==> src/rtl/fme_pkg.sv <==
// Shared constants and helpers for the FME sub-pel interpolators.
// The 6-tap kernel (1,-5,20,20,-5,1) and the rounding/clipping used by all filters.
package fme_pkg;

  localparam int unsigned PIX_W   = 8;
  localparam int unsigned E_W     = 15;
  localparam int          PIX_MAX = (2 ** PIX_W) - 1;

  localparam int TAP_A = 1;
  localparam int TAP_B = -5;
  localparam int TAP_C = 20;

  localparam int          RND   = 16;
  localparam int unsigned SHIFT = 5;

  function automatic logic [PIX_W-1:0] clip_pix(input int v);
    if (v < 0) begin
      return '0;
    end else if (v > PIX_MAX) begin
      return '1;
    end else begin
      return PIX_W'(v);
    end
  endfunction

endpackage

==> src/rtl/fme_round_clip.sv <==
// Rounds a signed 6-tap filter sum back to pixel range: (e + RND) >>> SHIFT, clipped to 0..255.
module fme_round_clip
  import fme_pkg::*;
(
  input  logic signed [E_W-1:0]   e_i,
  output logic        [PIX_W-1:0] pix_o
);

  int r;

  always_comb begin
    r     = (int'(e_i) + RND) >>> SHIFT;
    pix_o = clip_pix(r);
  end

endmodule

==> src/rtl/fme_halfpel_hfilt.sv <==
// Horizontal half-pel 6-tap interpolator: pixel stream in, half-pel plus left full-pel and column out.
// Two register stages after the window: pair sums, then weighted sum with round/clip.
module fme_halfpel_hfilt
  import fme_pkg::*;
#(
  parameter int unsigned ROW_LEN = 16,
  parameter int unsigned COL_W   = $clog2(ROW_LEN)
) (
  input  logic             clk,
  input  logic             rst,
  input  logic             in_valid,
  input  logic             in_sol,
  input  logic [PIX_W-1:0] in_pix,
  output logic             out_valid,
  output logic [PIX_W-1:0] out_half,
  output logic [PIX_W-1:0] out_full,
  output logic [COL_W-1:0] out_col
);

  localparam int unsigned CNT_W = $clog2(ROW_LEN + 1);
  localparam int unsigned TAPS  = 6;
  localparam int unsigned SUM_W = PIX_W + 1;

  logic [PIX_W-1:0]      win_q [TAPS];
  logic [CNT_W-1:0]      col_cnt_q, col_cnt_d;
  logic                  win_ok_q;

  logic                  s1_valid_q;
  logic [SUM_W-1:0]      sa_q, sb_q, sc_q;
  logic [PIX_W-1:0]      s1_full_q;
  logic [COL_W-1:0]      s1_col_q;

  logic signed [E_W-1:0] e;
  logic [PIX_W-1:0]      half;

  logic                  out_valid_q;
  logic [PIX_W-1:0]      out_half_q, out_full_q;
  logic [COL_W-1:0]      out_col_q;

  always_comb begin
    col_cnt_d = col_cnt_q + CNT_W'(1);
    if (in_sol || (col_cnt_q == CNT_W'(ROW_LEN))) begin
      col_cnt_d = CNT_W'(1);
    end
  end

  // win_ok_q pulses once per accepted pixel, so a window held across gaps never re-emits.
  always_ff @(posedge clk or posedge rst) begin
    if (rst) begin
      for (int unsigned i = 0; i < TAPS; i++) begin
        win_q[i] <= '0;
      end
      col_cnt_q <= '0;
      win_ok_q  <= 1'b0;
    end else begin
      win_ok_q <= in_valid && (col_cnt_d >= CNT_W'(TAPS));
      if (in_valid) begin
        for (int unsigned i = 0; i < TAPS - 1; i++) begin
          win_q[i] <= win_q[i+1];
        end
        win_q[TAPS-1] <= in_pix;
        col_cnt_q     <= col_cnt_d;
      end
    end
  end

  always_ff @(posedge clk or posedge rst) begin
    if (rst) begin
      s1_valid_q <= 1'b0;
      sa_q       <= '0;
      sb_q       <= '0;
      sc_q       <= '0;
      s1_full_q  <= '0;
      s1_col_q   <= '0;
    end else begin
      s1_valid_q <= win_ok_q;
      if (win_ok_q) begin
        sa_q      <= SUM_W'(win_q[0]) + SUM_W'(win_q[5]);
        sb_q      <= SUM_W'(win_q[1]) + SUM_W'(win_q[4]);
        sc_q      <= SUM_W'(win_q[2]) + SUM_W'(win_q[3]);
        s1_full_q <= win_q[2];
        s1_col_q  <= COL_W'(col_cnt_q - CNT_W'(4));
      end
    end
  end

  always_comb begin
    e = E_W'(TAP_A * int'(sa_q) + TAP_B * int'(sb_q) + TAP_C * int'(sc_q));
  end

  fme_round_clip u_round_clip (
    .e_i   (e),
    .pix_o (half)
  );

  always_ff @(posedge clk or posedge rst) begin
    if (rst) begin
      out_valid_q <= 1'b0;
      out_half_q  <= '0;
      out_full_q  <= '0;
      out_col_q   <= '0;
    end else begin
      out_valid_q <= s1_valid_q;
      if (s1_valid_q) begin
        out_half_q <= half;
        out_full_q <= s1_full_q;
        out_col_q  <= s1_col_q;
      end
    end
  end

  assign out_valid = out_valid_q;
  assign out_half  = out_half_q;
  assign out_full  = out_full_q;
  assign out_col   = out_col_q;

endmodule

==> config.mk <==
export PLATFORM = sky130hd
export DESIGN_NAME = fme_halfpel_hfilt
export DESIGN_NICKNAME = d
export VERILOG_FILES = /design/src/rtl/fme_pkg.sv /design/src/rtl/fme_round_clip.sv /design/src/rtl/fme_halfpel_hfilt.sv
export SDC_FILE = /design/constraint.sdc
export NUM_CORES = 1
export LEC_CHECK = 0
export ABC_CLOCK_PERIOD_IN_PS = 11500
export CORE_MARGIN = 5
export CORE_UTILIZATION = 51
export CTS_CLUSTER_DIAMETER = 30
export CTS_CLUSTER_SIZE = 10
export DETAILED_ROUTE_END_ITERATION = 8
export PLACE_DENSITY = 0.69
export SETUP_SLACK_MARGIN = 0.3
export SLEW_MARGIN = 10
export SYNTH_ARGS = -nofsm -noshare
export SYNTH_HDL_FRONTEND = slang
export SYNTH_SLANG_ARGS = --single-unit
==> constraint.sdc <==
create_clock -name clk -period 11.5 [get_ports clk]
set_input_delay 1.725 -clock clk [delete_from_list [all_inputs] [get_ports clk]]
set_output_delay 1.725 -clock clk [all_outputs]
set_load 0.005 [all_outputs]
Word-level counts from Yosys, hierarchy flattened --
Index checks and enable logic that the tools add are counted. W data, S select, Z words.
Storage, ports and cells: output and inout bits 21, input bits 12, word-level logic and storage cells 37, flip-flop bits (word level) 115
Operators by class: magnitude comparators 3, equal/unequal tests 1, reductions and logical operators 2, $add $sub $neg 8, mux-type cells 3, $mul 2
Operators with widths (number):
- $add A8 B8 Y9 | 3
- $add A15 B6 Y16 const B | 1
- $mux W8 | 2
- $add A10 B14 Y15 | 1
- $add A15 B15 Y15 | 1
- $mul A4 B10 Y14 const A | 1
- $mul A3 B9 Y12 const A | 1
- $gt A11 B9 Y1 const B | 1
- $lt A11 B1 Y1 const B | 1
- $add A5 B1 Y5 const B | 1
- $eq A5 B5 Y1 const B | 1
- $ge A5 B3 Y1 const B | 1
- $mux W5 | 1
- $sub A4 B3 Y4 const B | 1
- $logic_and A1 B1 Y1 | 1
- $logic_or A1 B1 Y1 | 1

Longest topological paths before layout --
word-level depth 7, mapped depth 22, gate-level depth less buffers 22

Modules after synthesis --
From an unflattened synthesis, not the netlist that was laid out.
Unflattened totals: cells, all modules 665, area total of the unflattened synthesis 7385.8 µm²
By module, submodules not included:
- fme_halfpel_hfilt | cells an instance 631, area each 7146.9 µm², sequential area each 2877.8 µm², times used 1
- fme_round_clip | cells an instance 34, area each 239.0 µm², sequential area each 0.0 µm², times used 1

Least setup slack after synthesis --
No wires, ideal clock.
path type flip-flop to flip-flop, start register sc_q[2], end register out_half_q[0], in the netlist out_half[0], buffers on the path 1, setup slack 5.960 ns, arrival time 5.453 ns, period minus slack after synthesis 5.540 ns, stages on the path, launching flop included 21, setup time 0.086 ns, data required time 11.414 ns, cells stage by stage dfrtp_1 > ha_1 > ha_1 > a21o_1 > a21oi_1 > xnor2_1 > fa_1 > inv_1 > fa_1 > fa_1 > ha_1 > ha_1 > clkbuf_2 > nand3_1 > nor3_1 > a2111oi_0 > or3_1 > nand3_1 > or4_4 > a21o_4 > a32oi_1
On the way: word-level cells in the longest chain between the ends 6, elaborated cells between the ends (all ways) 7, those cells by class add/sub (2); mul (1); order compare (2); mux (2)
RTL lines:
- start: declaration | line fme_halfpel_hfilt.sv:29 | logic [SUM_W-1:0] sa_q, sb_q, sc_q;
- start signal: assignment | line fme_halfpel_hfilt.sv:80 | sc_q <= SUM_W'(win_q[2]) + SUM_W'(win_q[3]);
- $mul A3 B9 Y12 * | line fme_halfpel_hfilt.sv:88 | e = E_W'(TAP_A * int'(sa_q) + TAP_B * int'(sb_q) + TAP_C * int'(sc_q));
- $add A15 B15 Y15 * | line fme_halfpel_hfilt.sv:88
- $add A15 B6 Y16 * | line fme_round_clip.sv:12 | r = (int'(e_i) + RND) >>> SHIFT;
- $gt A11 B9 Y1 | line fme_pkg.sv:19 | end else if (v > PIX_MAX) begin
- $mux W8 | line fme_pkg.sv:19
- $mux W8 * | line fme_pkg.sv:17 | if (v < 0) begin
- end signal: assignment | line fme_halfpel_hfilt.sv:105 | out_half_q <= half;
- end: declaration | line fme_halfpel_hfilt.sv:37 | logic [PIX_W-1:0] out_half_q, out_full_q;
Every way passes the cells marked *; elsewhere a longest branch is shown, timed or not. A chain may end at the register's enable or synchronous reset.

Worst setup path in the final report --
start register sc_q[2], end register out_half_q[1], in the netlist out_half[1]
Same word-level chain as after synthesis.

==> flow_metrics.tcl <==
set metrics [dict create \
    outcome "finished, final reports clean" \
    drt_iter0_markers 184 \
    synth_xor_xnor_area_share_pct 3.58 \
    ant_nets 0 \
    ctsResizeCount 0 \
    maxSlewViolCount 0 \
    area_delta_synth_final_pct 15.5 \
    endpoint "out_half[1]" \
    dp.cells 877 \
    yosys-top-cells-area "dfrtp_1 (39%), ha_1 (13%), mux2_2 (11%), fa_1 (7.6%), inv_1 (4.9%)" \
    crit_path_frequent_cell "ha_1" \
    slew_headroom_pct 46.7 \
    dr_wl_met2_um 6700 \
    met1_length_um 6380 \
    path_clk_slew_ns 0.05 \
    critical_path.cell_chain "ha_1 -> ha_1 -> a21o_1 -> a21oi_1 -> xnor2_1 -> fa_1 -> inv_1 -> fa_1 -> fa_1 -> ha_1 -> ha_1 -> nand3_1 -> nor3_1 -> a2111oi_0 -> or3_1 -> nand3_1 -> or4_4 -> a21o_4 -> a32oi_1" \
    via_count 4910 \
    timing.rr.end "out_half[1]" \
    die_x_um 130 \
    start_kind "flip-flop" \
    cts_sinks 115 \
    die_area_um2 16900 \
    wl_met3_um 501 \
    clk_latency_ns 0.41 \
    cp_slowest_cell "or4_4" \
    synth-simple-area-share_pct 7.59 \
    crit_path_end_kind "flip-flop" \
    synth-seq-cells 115 \
    globalRoute.totalOverflow 0 \
    numCtsBuffers 17 \
    grt_use_total_pct 18.2 \
    finalNonFillerCells 909 \
    hold_buffers 0 \
    synth_ff_type "dfrtp_1" \
    synth_common_cells "dfrtp_1 (115), inv_1 (95), ha_1 (78), mux2_2 (74), a21oi_1 (41)" \
    gp_congestion 0.841 \
    grt_pass1_wl_um 24500 \
    antenna_cells 0 \
    via_per_inst 5.40 \
    portBuffers 32 \
    yosys.area_share.adder_pct 20.9 \
    rr_startpoint "sc_q[2]" \
    worstSetupPathType "flip-flop to flip-flop" \
    syn_inst 677 \
    synth_compound_area_share_pct 11.3 \
    root_buffer "clkbuf_16" \
    antenna_found_initial 0 \
    finalCritPeriodShare_pct 52.0 \
    worstPathMaxFanout 8 \
    holdCritPathClass "flip-flop to flip-flop" \
    tightest_slew_ns 0.799 \
    rsz0062_at_grt "false" \
    synthArstFlopShare_pct 100 \
    nets 834 \
    fmax_mhz 167 \
    dp_hpwl_um 10100 \
    synth_mux_area_share_pct 11.8 \
    min_period_ns 5.98 \
    hold_viol_final 0 \
    clk_path_buf_depth 2 \
    syn_avg_cell_area_um2 10.8 \
    synth.top_cell.area_share_pct 39.2 \
    cts_tree "built" \
    ys_types 56 \
    maxCapViolations 0 \
    ys.warnings.count 0 \
    yosysSeqAreaShare_pct 39.2 \
    core_um2 14000 \
    ios 33 \
    syn-num-nets 795 \
    skew_ns 0.0106 \
    setup_tns_ns 0 \
    cp.required_ns 11.82 \
    fp-row-count 43 \
    setup_viol 0 \
    post-route-drc-count 0 \
    critPathMaxStageDelay_ns 0.58 \
    cp-startpoint "sc_q[2]" \
    ctsHtreeMaxLevel 4 \
    worstRegToRegCells 19 \
    synth_top_family_by_area "adder cells" \
    wl_per_cell_um 15.2 \
    synth_area_um2 7340 \
    grt_max_degree 90 \
    first_global_vias 5229 \
    wl_um 13800 \
    synth-edff-count 0 \
    die_y_um 130 \
    yosysMostFrequentCell "dfrtp_1" \
    drive_above_1_share_pct 16.7 \
    drt_first_pass_iters 4 \
    crit_arrival_ns 6.30 \
    cts_setup_buffers 0 \
    rrSetupSlack_ns 5.52 \
    dr.max_layer_used "met4" \
    synth_top_cell_by_area "dfrtp_1" \
    start_util_pct 52.5 \
]
==> layout make-up <==
| type | instances | area (um2) |
|---|---|---|
| Clock buffer | 24 | 502 |
| Inverter | 95 | 359 |
| Sequential cell | 115 | 2880 |
| Timing Repair Buffer | 35 | 342 |
| Tap cell | 180 | 225 |
| Multi-Input combinational cell | 452 | 4050 |
| Fill cell | 1166 | 5520 |
| Clock inverter | 8 | 121 |
==> per-stage QoR <==
| stage | area (um2) | worst slack [ns] | util, % | hold WS [ns] |
|---|---|---|---|---|
| floorplan | 7340 | 5.96 | - | 0.425 |
| global placement | 7850 | 5.73 | 56.1 | 0.467 |
| detailed placement | 7850 | 5.59 | 56.1 | 0.485 |
| CTS | 8470 | 5.54 | 60.5 | 0.498 |
| global route | 8470 | 5.13 | 60.6 | 0.520 |
| finish | 8470 | 5.52 | 60.6 | 0.500 |
==> worst min path at each step <==
stage | start | end | slack (ns) | cells after the start
3_5_place_dp | s1_col_q[3] | s1_col_q[3] | 0.49 | 2
5_1_grt | s1_col_q[2] | s1_col_q[2] | 0.52 | 1
4_1_cts | s1_col_q[3] | s1_col_q[3] | 0.50 | 2
3_3_place_gp | s1_col_q[3] | s1_col_q[3] | 0.47 | 2
6_report | s1_full_q[2] | out_full[2] | 0.50 | 1
2_1_floorplan | win_ok_q | s1_valid_q | 0.42 | 0
==> metal layers <==
layer | track usage, % | vias up
met5 | 0 | -
met2 | 29.9 | 88
met4 | 7.33 | 0
met3 | 3.93 | 18
li1 | - | 2421
met1 | 23.6 | 2383
==> cell families (layout without fill, tap and decap cells) <==
family / count (synthesis) / after routing
XOR/XNOR: 30 / 30
AO/OA/AOI/OAI: 131 / 131
flip-flops: 115 / 115
AND/OR/NAND/NOR: 108 / 108
adder cells (fa/ha/maj): 106 / 106
buffers and inverters: 110 / 162
multiplexers: 77 / 77
==> placed cells by master, fill, tap and decap left out, types with 4 or more instances in the layout <==
cell type / n
a21oi_1: 41
or3_1: 4
o21ai_0: 40
dfrtp_1: 115
ha_1: 78
clkbuf_8: 5
mux2_2: 74
nand3_1: 16
inv_1: 94
nor2_1: 18
a21o_1: 7
nor3_1: 6
nor2b_1: 4
xnor2_1: 17
o21a_1: 5
a32oi_1: 6
a31oi_1: 4
clkdlybuf4s50_1: 31
nor3b_1: 5
clkbuf_16: 17
nand2_1: 38
xor2_1: 13
o21bai_1: 5
fa_1: 28
==> sequential cells by signal (all words and copies together), names as in the netlist <==
register	flops
sa_q	9
col_cnt_q	5
out_valid	1
out_col	4
s1_valid_q	1
sc_q	9
s1_full_q	8
win_q	48
out_full	8
s1_col_q	4
win_ok_q	1
out_half	8
sb_q	9
==> worst max-delay path: cells and delay by family (launching register included) <==
kind | cells | cell delay [ns]
AO/OA/AOI/OAI | 5 | 1.32
XOR/XNOR | 1 | 0.16
adder cells (fa/ha/maj) | 7 | 2.71
buffers and inverters | 1 | 0.09
flip-flops | 1 | 0.40
AND/OR/NAND/NOR | 5 | 1.23
Power is left out: the tool's default activity adds up to more than one toggle a clock period on the data nets, which glitch-free logic cannot reach.
==> edit: new RTL, same flow settings <==
Change the package constant `E_W` from 15 to 13.
--- a/src/rtl/fme_pkg.sv
+++ b/src/rtl/fme_pkg.sv
@@ -3,7 +3,7 @@
 package fme_pkg;
 
   localparam int unsigned PIX_W   = 8;
-  localparam int unsigned E_W     = 15;
+  localparam int unsigned E_W     = 13;
   localparam int          PIX_MAX = (2 ** PIX_W) - 1;
 
   localparam int TAP_A = 1;
Formal check against the unedited RTL: not equivalent (a bounded check fails within 10 cycles, from zero or initial values and one cycle with rst high).
==> edit against the unedited design <==
- wire length shrank 5.1%
- non-clock buffer count rose by 1
- sequential cell count unchanged
- worst setup slack better by 760 ps
- highest routed layer unchanged
- clock skew fell by 4.5 ps
- synthesized area decreased by 3.1%
- final area fell by 2.2%
- via count fell by 5.3%
- critical endpoint is now out_half[7]
Power is left out: the tool's default activity adds up to more than one toggle a clock period on the data nets, which glitch-free logic cannot reach.
==> edit: results (changes against the unedited design) <==
status: complete, no violations
Multi-Input Combinational: 421 (-6.9%)
Iter 0 DRT Violations: 143 (-22%)
Placed Area: 7622 µm² (-2.9%)
Hold Crit Start: out_half[0]
slowest stage delay, CP: 490 ps (-90 ps)
total global-route track usage: 0.1751 (-0.007161)
Yosys cell types: 53 (-5.4%)
most common library cells after synthesis: dfrtp_1 (115), inv_1 (78), mux2_2 (73), ha_1 (72), nand2_1 (42)
DR WL/cell: 15.20 µm (about the same)
crit path DAT: 5560 ps (-740 ps)
DR vias: 4648 (-5.3%)
Clock-cell share: 0.08004 (+0.006498)
slack of the worst reg-to-reg path: 6280 ps (+760 ps)
critical path endpoint: out_half[7]
vias in the first global route: 4930 (-5.7%)
Layout area overhead: 16.54%
Cells after Synth: 631 (-6.8%)
proportion of layout cells with a drive suffix above 1: 0.1816 (+0.01420)
Peak Freq: 191.6 MHz (+15%)
hold path endpoint: out_half[0]
CP max-delay cell: fa_1
fin nets: 782 (-6.2%)
R2R depth: 17 (-2)
largest net degree at the start of global routing: 69 (-23%)
==> edit: metal layers <==
layer	vias up	share of wire	global-route usage
li1	2238	-	-
met1	2315	0.46	0.2236
met2	74	0.49	0.2890
met3	21	0.033	0.04750
met4	0	0.016	0.05993
met5	-	0	0
==> edit: cells by family (layout without fill, tap and decap cells) <==
logic type	count (synthesis)	count (layout)	share of synthesized area
and+or+nand+nor	106	106	0.07533
DFF	115	115	0.4048
buffers and inverters	95	147	0.05016
adders and majority gates	100	100	0.2056
AOI/OAI and AO/OA	111	111	0.1082
muxes	73	73	0.1156
xor gates and xnor gates	31	31	0.04030
==> edit: critical path: cells and delay by family (launching register included) <==
family	cells	cell delay, ps
XOR/XNOR	2	470
buffers and inverters	2	110
adder cells (fa/ha/maj)	8	2950
flip-flops	1	420
AO/OA/AOI/OAI	4	840
multiplexers	1	390
